<file path="src/rtl/snd_pkg.sv">
// Shared sound-unit widths and types.
// Used by the envelope, length counter and sweep units.
package snd_pkg;

  localparam int VOL_W_DEF    = 4;
  localparam int PERIOD_W_DEF = 3;

  typedef enum logic {
    ENV_DOWN = 1'b0,
    ENV_UP   = 1'b1
  } env_dir_e;

endpackage

</file>
<file path="src/rtl/env_period_timer.sv">
// Auto-reloading tick-period timer.
// Shared by the envelope and frequency-sweep units.
module env_period_timer
  import snd_pkg::*;
#(
  parameter int PERIOD_W = PERIOD_W_DEF
) (
  input  logic                clk,
  input  logic                reset,
  input  logic                load,
  input  logic [PERIOD_W-1:0] load_val,
  input  logic                tick,
  input  logic                enable,
  output logic                expire
);

  localparam logic [PERIOD_W-1:0] ONE = PERIOD_W'(1);

  logic [PERIOD_W-1:0] cnt;
  logic [PERIOD_W-1:0] reload;

  // load masks the tick so a same-cycle trigger never steps
  assign expire = tick && enable && !load && (cnt <= ONE);

  always_ff @(posedge clk) begin
    if (reset) begin
      cnt    <= '0;
      reload <= '0;
    end else if (load) begin
      cnt    <= load_val;
      reload <= load_val;
    end else if (tick && enable) begin
      cnt <= expire ? reload : cnt - ONE;
    end
  end

endmodule

</file>
<file path="src/rtl/envelope_generator.sv">
// Volume envelope for one sound channel.
// Config is latched at trigger; steps stop at the rail.
module envelope_generator
  import snd_pkg::*;
#(
  parameter int VOL_W    = VOL_W_DEF,
  parameter int PERIOD_W = PERIOD_W_DEF
) (
  input  logic                clk,
  input  logic                reset,
  input  logic                env_tick,
  input  logic                trigger,
  input  logic                envelope_add,
  input  logic [PERIOD_W-1:0] period,
  input  logic [VOL_W-1:0]    starting_volume,
  output logic [VOL_W-1:0]    volume,
  output logic                env_active,
  output logic                dac_enable
);

  localparam logic [VOL_W-1:0] MAX_VOL = '1;
  localparam logic [VOL_W-1:0] ONE     = VOL_W'(1);

  env_dir_e         add_q;
  logic             expire;
  logic             start_rail;
  logic [VOL_W-1:0] rail;
  logic [VOL_W-1:0] vol_nxt;

  assign dac_enable = (starting_volume != '0) || envelope_add;

  assign start_rail = envelope_add ? (starting_volume == MAX_VOL)
                                   : (starting_volume == '0);

  assign rail    = (add_q == ENV_UP) ? MAX_VOL : '0;
  assign vol_nxt = (add_q == ENV_UP) ? volume + ONE : volume - ONE;

  env_period_timer #(
    .PERIOD_W (PERIOD_W)
  ) u_timer (
    .clk      (clk),
    .reset    (reset),
    .load     (trigger),
    .load_val (period),
    .tick     (env_tick),
    .enable   (env_active),
    .expire   (expire)
  );

  always_ff @(posedge clk) begin
    if (reset) begin
      volume     <= '0;
      env_active <= 1'b0;
      add_q      <= ENV_DOWN;
    end else if (trigger) begin
      volume     <= starting_volume;
      add_q      <= env_dir_e'(envelope_add);
      env_active <= (period != '0) && dac_enable && !start_rail;
    end else if (expire) begin
      volume <= vol_nxt;
      if (vol_nxt == rail)
        env_active <= 1'b0;
    end
  end

endmodule

</file>
<file path="config.mk">
export PLATFORM = sky130hd
export DESIGN_NAME = envelope_generator
export DESIGN_NICKNAME = d
export VERILOG_FILES = /design/src/rtl/snd_pkg.sv /design/src/rtl/env_period_timer.sv /design/src/rtl/envelope_generator.sv
export SDC_FILE = /design/constraint.sdc
export NUM_CORES = 1
export LEC_CHECK = 0
export CAP_MARGIN = 20
export CORE_MARGIN = 5
export CORE_UTILIZATION = 46
export CTS_BUF_LIST = sky130_fd_sc_hd__clkbuf_4 sky130_fd_sc_hd__clkbuf_8
export DETAILED_ROUTE_END_ITERATION = 8
export PLACE_DENSITY_LB_ADDON = 0.2
export SETUP_SLACK_MARGIN = 0.02
export SYNTH_ARGS = -nofsm -noshare
export SYNTH_HDL_FRONTEND = slang
export SYNTH_SLANG_ARGS = --single-unit
</file>
<file path="constraint.sdc">
create_clock -name clk -period 1.7 [get_ports clk]
set_input_delay 0.17 -clock clk [delete_from_list [all_inputs] [get_ports clk]]
set_output_delay 0.17 -clock clk [all_outputs]
set_load 0.05 [all_outputs]
</file>
==> results of run 1 <==
cell usage after synthesis (2+ instances only):
cell       n
inv_1     10
o211ai_1   3
a21oi_1    9
nor4b_1    2
o21ai_0    2
dfxtp_1   12
ha_1       4
o221ai_1   2
nand3_1    3
nor2_1    11
and2_1     2
mux2i_1    5
xnor2_1    2
nand2_1    3
and3_1     3
a211oi_1   2
power by group through the flow:
stage                     sequential, mW  clock [mW]  combinational (mW)
final                              0.322       0.207               0.328
after global routing               0.325       0.224               0.349
after CTS                          0.321       0.211               0.281
after detailed placement           0.327           0               0.279
after global placement             0.326           0               0.273
after floorplan                    0.359           0               0.141
critical path: stages, from the launching register on:
cell	delay [ps]
dfxtp_4	380
inv_4	40
fa_2	420
xnor2_4	180
nor4b_4	220
o221ai_1	160
a32o_1	270
timing repair:
item                                    CTS  global route
cloned                                    0             0
endpoints found under the setup margin    2             4
setup buffers                             0             3
hold buffers                              0             0
gates resized for setup                   0            11
pin swaps                                 1             3
final timing paths:
| path | startpoint | endpoint |
|---|---|---|
| setup / recovery | volume[1] | env_active |
| hold / removal | starting_volume[1] | volume[1] |
| setup reg to reg | volume[1] | env_active |
| hold reg to reg | u_timer.reload[1] | u_timer.reload[1] |
final cells by class:
class / count / share of cell area (%)
sequential: 12 / 21.1
timing repair buffer: 31 / 22.6
tap: 17 / 1.75
inverter: 10 / 3.49
multi-input combinational: 69 / 48.6
clock buffer: 4 / 2.47
cell families after synthesis:
kind of cell / share of synthesized area [%]
buf+inv: 5.84
mux: 6.32
flops: 30.3
compound gates: 27.0
simple gates: 19.4
fa+ha+maj: 8.85
xor+xnor: 2.21
registers in the layout (all words and copies together), names as in the netlist:
signal          cells
add_q               1
env_active          1
u_timer.cnt         3
u_timer.reload      3
volume              4
metal layers:
layer | track usage, % | vias to the layer above | wire (um)
li1 | - | 414 | -
met1 | 22.9 | 384 | 984
met2 | 28.8 | 44 | 1160
met3 | 2.58 | 12 | 175
met4 | 8.73 | 0 | 76
met5 | 0 | - | 0
==> flow_summary.yaml, run 1 <==
power_and_ir_drop:
  pwr-share-comb_pct: 38.3
  cellPowerDensity_nw_per_um2: 704
  p_sw_mw: 0.290
  power_mw: 0.857
  switching_share_pct: 33.8
  p_int_mw: 0.567
  p_seq_share_pct: 37.5
  ir_drop_mv: 0.506
  power.share.clock_pct: 24.2
  p_leak_nw: 0.493
synthesis:
  ys_types: 34
  async_reset_ff_share_pct: 0
  synth-seq-cells: 12
  synth_area_um2: 792
  synth_edf_count: 0
  yosys-top-cells-area: "dfxtp_1, ha_1, mux2i_1"
  ys_warn_count: 0
  synth_seq_area_share_pct: 30.3
  synth_area_per_cell_um2: 8.52
  synth_top_area_share_pct: 30.3
  syn_nets: 110
  syn_inst: 93
  synth_flop_cell: "dfxtp_1"
  yosys.area.top_type: "dfxtp_1"
timing:
  hold_slack_ps: 515
  final.setup.tns_ps: -80.2
  hold_viol_final: 0
  slew_headroom_pct: 67.3
  fmax_mhz: 562
  period_minus_slack_ps: 1780
  rsz0062_at_grt: "yes"
  skew_ps: 1.71
  fin_ws_ps: -80.2
  setup_viol: 1
  slew_viol_final: 0
  post-route-period-util_pct: 105
  tightest_slew_ps: 490
global_routing:
  grt_pass1_wl_um: 3560
  grt_start_max_net_pins: 11
  track_usage_pct: 17.7
  first_global_vias: 810
  grt-ovfl-total: 0
  antenna_found_initial: 0
cts:
  cts_tree: "done"
  cts_buffers: 3
  clock_latency_ps: 280
  clk_path_buf_depth: 2
  path_clk_slew_ps: 80
  cts_sinks: 12
  htree_levels: 1
  cts_root_buffer: "clkbuf_4"
worst_setup_path:
  worstSetupPathType: "flop to flop"
  reg2reg_slack_ps: -80
  start_kind: "flop"
  end_kind: "flop"
  worstPathArrival_ps: 1960
  crit_required_ps: 1880
  r2r_cells: 6
  crit_path_max_fanout: 4
placed_design:
  hpwl_um: 1700
  numPortBuffers: 17
  place_area_um2: 1110
  pre_cts_slack_ps: -26.0
  gp_congestion: 0.837
  dp_cells: 136
floorplan:
  num_io_pins: 18
  initial_core_util_pct: 46.9
  fp.dieH_um: 51.5
  core_area_um2: 1690
  die-area_um2: 2650
  fp.dieW_um: 51.5
  std_cell_rows: 15
detailed_routing:
  drt_drc_violations_left: 0
  drtPass1Iterations: 4
  drt_wl_total_um: 2400
  drt-initial-drc-count: 49
  wl_per_cell_um: 16.8
  vias: 854
  postRouteAntennaNets: 0
  drt-vias-per-instance: 5.97
hold_path:
  hp-class: "input port to flop"
  hold_depth: 3
layout:
  layout_commonest_cell: "buf_4"
  post-route-cell-area_um2: 1220
  drive_above_1_share_pct: 34.9
  nNetsFinal: 144
  n_antenna_cell: 0
  area_growth_pct: 53.7
  mostFrequentLayoutCells: "buf_4, clkdlybuf4s50_1, nor2_1"
  final_cells: 143
  nFillCells: 128
  seqCellArea_um2: 256
  multi_input_area_um2: 592
  fin_util_pct: 72.1
status:
  status: "finished with violations"
  failed_checks: "setup timing"
flow_run:
  maxCapViolCount: 0
Note: power is estimated with default switching activity, not from simulation.
==> run 2: changes to the inputs <==
--- a/config.mk
+++ b/config.mk
@@ -6,8 +6,10 @@
 export NUM_CORES = 1
 export LEC_CHECK = 0
 export CAP_MARGIN = 20
-export CORE_MARGIN = 5
-export CORE_UTILIZATION = 46
+export CELL_PAD_IN_SITES_DETAIL_PLACEMENT = 1
+export CELL_PAD_IN_SITES_GLOBAL_PLACEMENT = 2
+export CORE_MARGIN = 8
+export CORE_UTILIZATION = 27
 export CTS_BUF_LIST = sky130_fd_sc_hd__clkbuf_4 sky130_fd_sc_hd__clkbuf_8
 export DETAILED_ROUTE_END_ITERATION = 8
 export PLACE_DENSITY_LB_ADDON = 0.2
==> flow_summary.yaml, run 2 (synthesized netlist as in run 1, its figures left out) <==
timing:
  setup_viol: 1
  hold_slack_ps: 508
  hold_viol_final: 0
  slew_headroom_pct: 72.5
  post-route-period-util_pct: 101
  skew_ps: 7.14
  final.setup.tns_ps: -11.5
  period_minus_slack_ps: 1710
  slew_viol_final: 0
  tightest_slew_ps: 407
  rsz0062_at_grt: "yes"
  fin_ws_ps: -11.5
  fmax_mhz: 584
power_and_ir_drop:
  p_leak_nw: 0.507
  cellPowerDensity_nw_per_um2: 707
  power_mw: 0.893
  ir_drop_mv: 0.471
layout:
  top_register: "volume"
  post-route-cell-area_um2: 1260
  n_antenna_cell: 0
  fin_util_pct: 45.4
  largest_reg_flops: 4
  area_growth_pct: 59.6
  final_cells: 159
  reg.largest.list: "volume x4, u_timer.cnt x3, u_timer.reload x3"
  nNetsFinal: 146
  nFillCells: 342
  layout_commonest_cell: "buf_4"
  drive_above_1_share_pct: 36.7
  mostFrequentLayoutCells: "buf_4, nor2_1, clkdlybuf4s50_1"
status:
  failed_checks: "setup timing"
  status: "finished with violations"
worst_setup_path:
  worstSetupPathType: "flop to flop"
  critPathTopFamily: "compound AO/OA/AOI/OAI gates"
  worstPathCellList: "inv_2 -> fa_2 -> xnor2_2 -> nor4b_4 -> o221ai_1 -> a32o_1"
  crit_slowest_cell: "fa_2"
  worstPathArrival_ps: 1900
  worst-path-buf-inv: 1
  end_kind: "flop"
  crit_path_max_fanout: 3
  crit_required_ps: 1890
  start_kind: "flop"
  critPathMaxStageDelay_ps: 390
global_routing:
  grt_start_max_net_pins: 12
  track_usage_pct: 11.1
  antenna_found_initial: 0
  first_global_vias: 932
  grt_pass1_wl_um: 4440
  grt-ovfl-total: 0
floorplan:
  fp.dieH_um: 70.2
  fp.dieW_um: 70.2
  core_area_um2: 2780
  std_cell_rows: 19
  num_io_pins: 18
  die-area_um2: 4920
  initial_core_util_pct: 28.5
cts:
  cts_tree: "done"
  path_clk_slew_ps: 90
  clock_latency_ps: 290
  clk_path_buf_depth: 2
  cts_sinks: 12
  hold_buffers: 0
  htree_levels: 1
  cts_root_buffer: "clkbuf_4"
  cts_buffers: 3
placed_design:
  gp_congestion: 0.759
  dp_cells: 153
  hpwl_um: 2160
  place_area_um2: 1150
  pre_cts_slack_ps: -57.0
  numPortBuffers: 17
detailed_routing:
  drt-vias-per-instance: 5.40
  vias: 858
  drt_wl_total_um: 2720
  postRouteAntennaNets: 0
  wl_per_cell_um: 17.1
  drt-initial-drc-count: 29
  drtPass1Iterations: 2
  drt_drc_violations_left: 0
hold_path:
  hp-class: "flop to flop"
flow_run:
  maxCapViolCount: 0
-- run 2: cell count changes in the layout (fill, tap and decap cells not counted), sizes merged --
cell	delta
clkdlybuf4s50	-1
buf	+3
-- run 2: worst paths after layout --
| check | depth (start not counted) | slack (ps) | startpoint | to |
|---|---|---|---|---|
| max | 6 | -10 | volume[1] | env_active |
| min | 2 | 510 | u_timer.reload[1] | u_timer.reload[1] |
| min reg2reg | 2 | 510 | u_timer.reload[1] | u_timer.reload[1] |
| max reg2reg | 6 | -10 | volume[1] | env_active |
-- run 2: final cells by class --
class / count / area (um^2) / share of cell area (%)
repair buffers: 33 / 288 / 22.8
well taps: 31 / 38.8 / 3.07
multi-input cells: 69 / 606 / 47.9
inverters: 10 / 40.0 / 3.17
clock buffers: 4 / 36.3 / 2.87
flip-flops and latches: 12 / 255 / 20.2
-- run 2: timing repair --
item / 4_1_cts / 5_1_grt
setup buffers: 1 / 1
pin swaps: 2 / 6
endpoints found under the hold margin: 0 / 0
gates resized for setup: 3 / 8
endpoints found under the setup margin: 2 / 4
-- run 2: power breakdown --
| part | internal [mW] | total (mW) | switching (mW) |
|---|---|---|---|
| Combinational | 0.158 | 0.331 | 0.172 |
| Sequential | 0.300 | 0.320 | 0.0202 |
| Clock | 0.130 | 0.242 | 0.112 |
| Total | 0.589 | 0.893 | 0.304 |
-- run 2: layer usage --
layer	part of all wire (%)	GRT usage, %
met4	0.99	4.46
met1	43	11.9
met3	3.5	2.40
met2	52	20.3
met5	0	0
-- run 2: worst min-delay path, cell delays in order, from the launching register on --
cell,delay [ps]
dfxtp_1,340
mux2i_1,70
nor2_1,70
==> run 3: changes to the inputs <==
--- a/config.mk
+++ b/config.mk
@@ -9,11 +9,13 @@
 export CELL_PAD_IN_SITES_DETAIL_PLACEMENT = 1
 export CELL_PAD_IN_SITES_GLOBAL_PLACEMENT = 2
 export CORE_MARGIN = 8
-export CORE_UTILIZATION = 27
+export CORE_UTILIZATION = 26
 export CTS_BUF_LIST = sky130_fd_sc_hd__clkbuf_4 sky130_fd_sc_hd__clkbuf_8
 export DETAILED_ROUTE_END_ITERATION = 8
+export GPL_TIMING_DRIVEN = 0
 export PLACE_DENSITY_LB_ADDON = 0.2
 export SETUP_SLACK_MARGIN = 0.02
 export SYNTH_ARGS = -nofsm -noshare
 export SYNTH_HDL_FRONTEND = slang
+export SYNTH_HIERARCHICAL = 1
 export SYNTH_SLANG_ARGS = --single-unit
==> flow_summary.yaml, run 3 <==
synthesis:
  syn_nets: 111
  ys_warn_count: 6
  synth_flop_cell: "dfxtp_1"
  yosys-top-cells-count: "a21oi_1, dfxtp_1, nor2_1"
  synth_area_um2: 781
  synth_area_per_cell_um2: 8.31
  synth_seq_area_share_pct: 30.8
  yosys.area.top_type: "dfxtp_1"
  ys_types: 36
  synth_edf_count: 0
  synth-seq-cells: 12
  synth_top_area_share_pct: 30.8
  yosysMostFrequentCell: "a21oi_1"
  yosys-top-cells-area: "dfxtp_1, a21oi_1, ha_1"
  async_reset_ff_share_pct: 0
  syn_inst: 94
global_routing:
  grt_pass1_wl_um: 4050
  grt_start_max_net_pins: 15
  antenna_found_initial: 0
  first_global_vias: 869
  track_usage_pct: 9.75
  grt-ovfl-total: 0
timing:
  skew_ps: 16.3
  slew_headroom_pct: 64.5
  fmax_mhz: 574
  period_minus_slack_ps: 1740
  final.setup.tns_ps: -70.8
  slew_viol_final: 0
  fin_ws_ps: -41.8
  setup_viol: 2
  hold_viol_final: 0
  post-route-period-util_pct: 102
  tightest_slew_ps: 531
  rsz0062_at_grt: "yes"
floorplan:
  fp.dieW_um: 70.8
  fp.dieH_um: 70.8
  initial_core_util_pct: 26.4
  num_io_pins: 18
  core_area_um2: 2950
  std_cell_rows: 20
  die-area_um2: 5010
hold_path:
  hp-class: "input port to flop"
detailed_routing:
  drt-vias-per-instance: 5.16
  drt_wl_total_um: 2430
  wl_per_cell_um: 15.3
  drt_drc_violations_left: 0
  drt-initial-drc-count: 16
  postRouteAntennaNets: 0
  drtPass1Iterations: 4
  vias: 821
placed_design:
  numPortBuffers: 17
  hpwl_um: 1820
  pre_cts_slack_ps: -286
  gp_congestion: 0.685
layout:
  fin_util_pct: 42.8
  largest_reg_flops: 4
  area_growth_pct: 61.9
  seqCellArea_um2: 259
  nFillCells: 357
  top_register: "volume"
  layout_commonest_cell: "a21oi_1"
  drive_above_1_share_pct: 37.3
  multi_input_area_um2: 613
  n_antenna_cell: 0
  mostFrequentLayoutCells: "a21oi_1, nor2_1, clkdlybuf4s50_1"
  nNetsFinal: 144
  reg.largest.list: "volume x4, u_timer/cnt x3, u_timer/reload x3"
status:
  failed_checks: "setup timing"
  status: "finished with violations"
worst_setup_path:
  crit_required_ps: 1880
  end_kind: "flop"
  start_kind: "flop"
  crit_slowest_cell: "or4_1"
  crit_path_max_fanout: 5
  critPathMaxStageDelay_ps: 460
  worstSetupPathType: "flop to flop"
  worstPathArrival_ps: 1920
  worstPathCellList: "ha_4 -> o21ba_4 -> nor4_4 -> buf_6 -> nand2_2 -> a21oi_1 -> or4_1 -> and3_1"
cts:
  cts_sinks: 12
  path_clk_slew_ps: 90
  htree_levels: 1
  clk_path_buf_depth: 2
  clock_latency_ps: 280
  cts_tree: "done"
  cts_buffers: 3
  hold_buffers: 0
  cts_root_buffer: "clkbuf_4"
power_and_ir_drop:
  cellPowerDensity_nw_per_um2: 647
  p_leak_nw: 0.537
  ir_drop_mv: 0.313
flow_run:
  maxCapViolCount: 0
-- run 3: cell types whose count changed in the layout (fill, tap and decap cells not counted), moves of 3 or more --
cell	delta
buf_6	+5
dfxtp_2	+3
mux2i_1	-3
dlymetal6s2s_1	+4
inv_1	-3
o211ai_1	-3
buf_4	-13
dfxtp_1	-3
a21oi_1	+6
-- run 3: through the flow --
stage                     std cells  total power, mW  cell area (um^2)  hold WS (ps)
final                           159            0.818              1260           319
after global routing            159            0.869              1260           332
after CTS                       153            0.782              1150           492
after detailed placement        144            0.547              1020           484
after global placement          144            0.542              1020           470
after floorplan                  94            0.463               808           233
-- run 3: path summary, 6_finish.rpt --
kind / from / endpoint / slack (ps) / cells past startpoint
setup reg to reg: u_timer/cnt[0] / volume[3] / -40 / 8
hold reg to reg: u_timer/reload[2] / u_timer/reload[2] / 490 / 2
hold / removal: trigger / u_timer/cnt[0] / 320 / 3
setup / recovery: u_timer/cnt[0] / volume[3] / -40 / 8
-- run 3: cells by family (layout without fill, tap and decap cells) --
group                    Yosys count  after routing  synth area share [%]
multiplexers                       4              4                  5.77
AND/OR/NAND/NOR                   33             33                  22.4
flip-flops                        12             12                  30.8
AO/OA/AOI/OAI                     29             29                  24.5
adder cells (fa/ha/maj)            5              5                  8.97
buffers and inverters              9             41                  5.29
XOR/XNOR                           2              2                  2.24
-- run 3: layout make-up --
type                            instances  share of cell area [%]
Sequential cell                        12                    20.5
Inverter                                6                    2.18
Buffer                                  2                    1.19
Tap cell                               33                    3.27
Clock buffer                            4                    2.38
Timing Repair Buffer                   29                    22.0
Multi-Input combinational cell         73                    48.5
-- run 3: routing by layer --
| metal | vias up | wire length [um] | track usage (%) |
|---|---|---|---|
| met1 | 393 | 1100 | 11.5 |
| met3 | 2 | 130 | 3.11 |
| met4 | 0 | 11 | 2.08 |
| met2 | 19 | 1190 | 16.7 |
| li1 | 407 | - | - |
| met5 | - | 0 | 0 |
-- run 3: power by group --
group	switching [mW]	internal (mW)	leakage (nW)	total, mW
Sequential	0.0281	0.299	0.103	0.327
Clock	0.0962	0.107	0.0184	0.203
Combinational	0.140	0.148	0.416	0.288
Total	0.265	0.553	0.537	0.818
-- run 3: what timing repair did --
action | CTS | global route
pin swaps | 4 | 9
resized for setup | 15 | 22
buffers inserted | 6 | 8
setup endpoints to repair | 7 | 9
-- run 3: critical path, delay by kind of cell, from the launching register on --
family          cells  cell delay [ps]
buf+inv             1              140
flops               1              370
compound gates      2              280
fa+ha+maj           1              160
simple gates        4              710
==> RTL edit (settings of run 2) <==
The package constant `VOL_W_DEF` goes from 4 to 6.
--- a/src/rtl/snd_pkg.sv
+++ b/src/rtl/snd_pkg.sv
@@ -2,7 +2,7 @@
 // Used by the envelope, length counter and sweep units.
 package snd_pkg;
 
-  localparam int VOL_W_DEF    = 4;
+  localparam int VOL_W_DEF    = 6;
   localparam int PERIOD_W_DEF = 3;
 
   typedef enum logic {
Ports: changed (resized starting_volume and volume); port bits go from 18 to 22. The function was not compared with the original's and may differ.
==> RTL edit against run 2 <==
The flow still finishes with violations (negative setup slack). Sequential share of layout area is 0.46 points lower. Area after synthesis grew 12%. Die area is 9.2% higher. Largest power group unchanged. Design area up 19%. Count of clock-buffer cells in the layout did not move. Non-clock buffer count grew 18. Global-route usage is 1.8 points higher. Setup slack lost 0.33 ns. First-iteration DRC count fell by 34%. Largest cell class unchanged. Total power grew 14%. Sequential cell count rose by 2. Critical endpoint unchanged. Routed wire length increased by 21%.
==> RTL edit: results (changes against run 2) <==
[grt]
grt_pass1_vias=1082  ; +16%
met2_usage=0.240  ; +0.0373
antenna_found_initial=0  ; unchanged
grt_max_degree=22  ; +10
grt_use_met3=0.0205  ; -0.00355
grt_pass1_wl_mm=5.33  ; +20%
grtUsageTotal=0.128  ; +0.0176
grt_use_met1=0.137  ; +0.0178

[pwr]
cellLeakagePower_nw=0.620  ; +22%
pg_seq_w=0.000374  ; +17%
p_comb_w=0.000404  ; +22%
internal_power_w=0.000684  ; +16%
pwr-share-comb=0.396  ; +0.026
irDropWorstVdd_v=0.000374  ; -21%

[critical_path]
cp_max_fo=2  ; -1
crit_family=simple AND/OR/NAND/NOR gates
cpMaxStageDelayCell=or4b_1
cpPeakStageDelay_ns=0.45  ; +0.06 ns
cp.arrival_ns=2.20  ; +0.30 ns

[timing]
layout_setup_ws_ns=-0.338  ; -0.326 ns
timing.setup.tns_ns=-0.422  ; -0.411 ns
timing.hold.ws_ns=0.256  ; -0.251 ns
worst_pin_slew_ns=0.330  ; -0.0772 ns
setup_viol=2  ; +1
skew_ns=0.00660  ; -0.000534 ns

[outcome]
outcome=finished, violations left
violations=negative setup slack

[synth]
synth.distinct_cells=35  ; +2.9%
synth_fa_ha_area_frac=0.107  ; +0.0187
synthMuxAreaShare=0.0339  ; -0.0293
ys_seq_area_frac=0.316  ; +0.0126
yosys_warnings=0  ; unchanged
synth-async-reset-ratio=0  ; unchanged
synth_area_leaders=dfxtp_1 32%, ha_1 8.5%, a21oi_1 6.8%, nor2_1 5.1%, nand2_1 4.2%
postSynthCellCount=107  ; +15%
ys_top_cells_by_count=14 x dfxtp_1, 12 x a21oi_1, 12 x nor2_1
synth_xor_area_frac=0.0592  ; +0.0371
synth_compound_area_frac=0.223  ; -0.0473
synth_nets=128  ; +16%

[place]
place_area_um2=1350  ; +17%
gp_congestion=0.788  ; +3.8%
io_buffer_count=21  ; +4
dp_cells=198  ; +29%
post-dp-hpwl_mm=2.53  ; +17%
dp_slack_ns=-0.361  ; -0.304 ns

[cells_and_area]
largestRegisters=volume: 6 flops, u_timer.cnt: 3 flops, u_timer.reload: 3 flops
drive_gt1_frac=0.449  ; +0.0822
nets=180  ; +23%
antenna_cells=0  ; unchanged

[drt]
wl_met1_mm=1.33  ; +12%
top_layer=met4
dr.first_iter.drc_count=19  ; -34%
drt_wl_total_mm=3.30  ; +21%
wl_met2_mm=1.84  ; +30%
via_count=981  ; +14%
dr_wl_met3_um=92  ; -2.1%
viasPerCell=4.81  ; -11%
first_pass_iters=4  ; +2

[hold_path]
hold_class=input port to flop

-- RTL edit: changes by cell type after synthesis, moves of 3 or more --
cell | before | now
nand2_1 | 3 | 10
inv_1 | 10 | 4
a21oi_1 | 9 | 12
a22oi_1 | 0 | 3
and3_1 | 3 | 0
nand2b_1 | 0 | 3
o211ai_1 | 3 | 0
or3_1 | 0 | 3
-- RTL edit: final timing paths --
| check | start | endpoint | cells after the start |
|---|---|---|---|
| hold reg to reg | u_timer.reload[1] | u_timer.reload[1] | 2 |
| setup / recovery | volume[0] | env_active | 6 |
| setup reg to reg | volume[0] | env_active | 6 |
| hold / removal | starting_volume[0] | volume[0] | 4 |
-- RTL edit: area by class of cell --
class	count	area [um^2]
Clock buffer	4	36.3
Sequential cell	14	297
Multi-Input combinational cell	85	681
Tap cell	46	57.6
Timing Repair Buffer	51	414
Fill cell	400	1760
Inverter	4	17.5
-- RTL edit: repair_timing --
item,4_1_cts,5_1_grt
endpoints found under the setup margin,9,11
resized for setup,24,17
pin swaps,8,8
buffers inserted,0,2
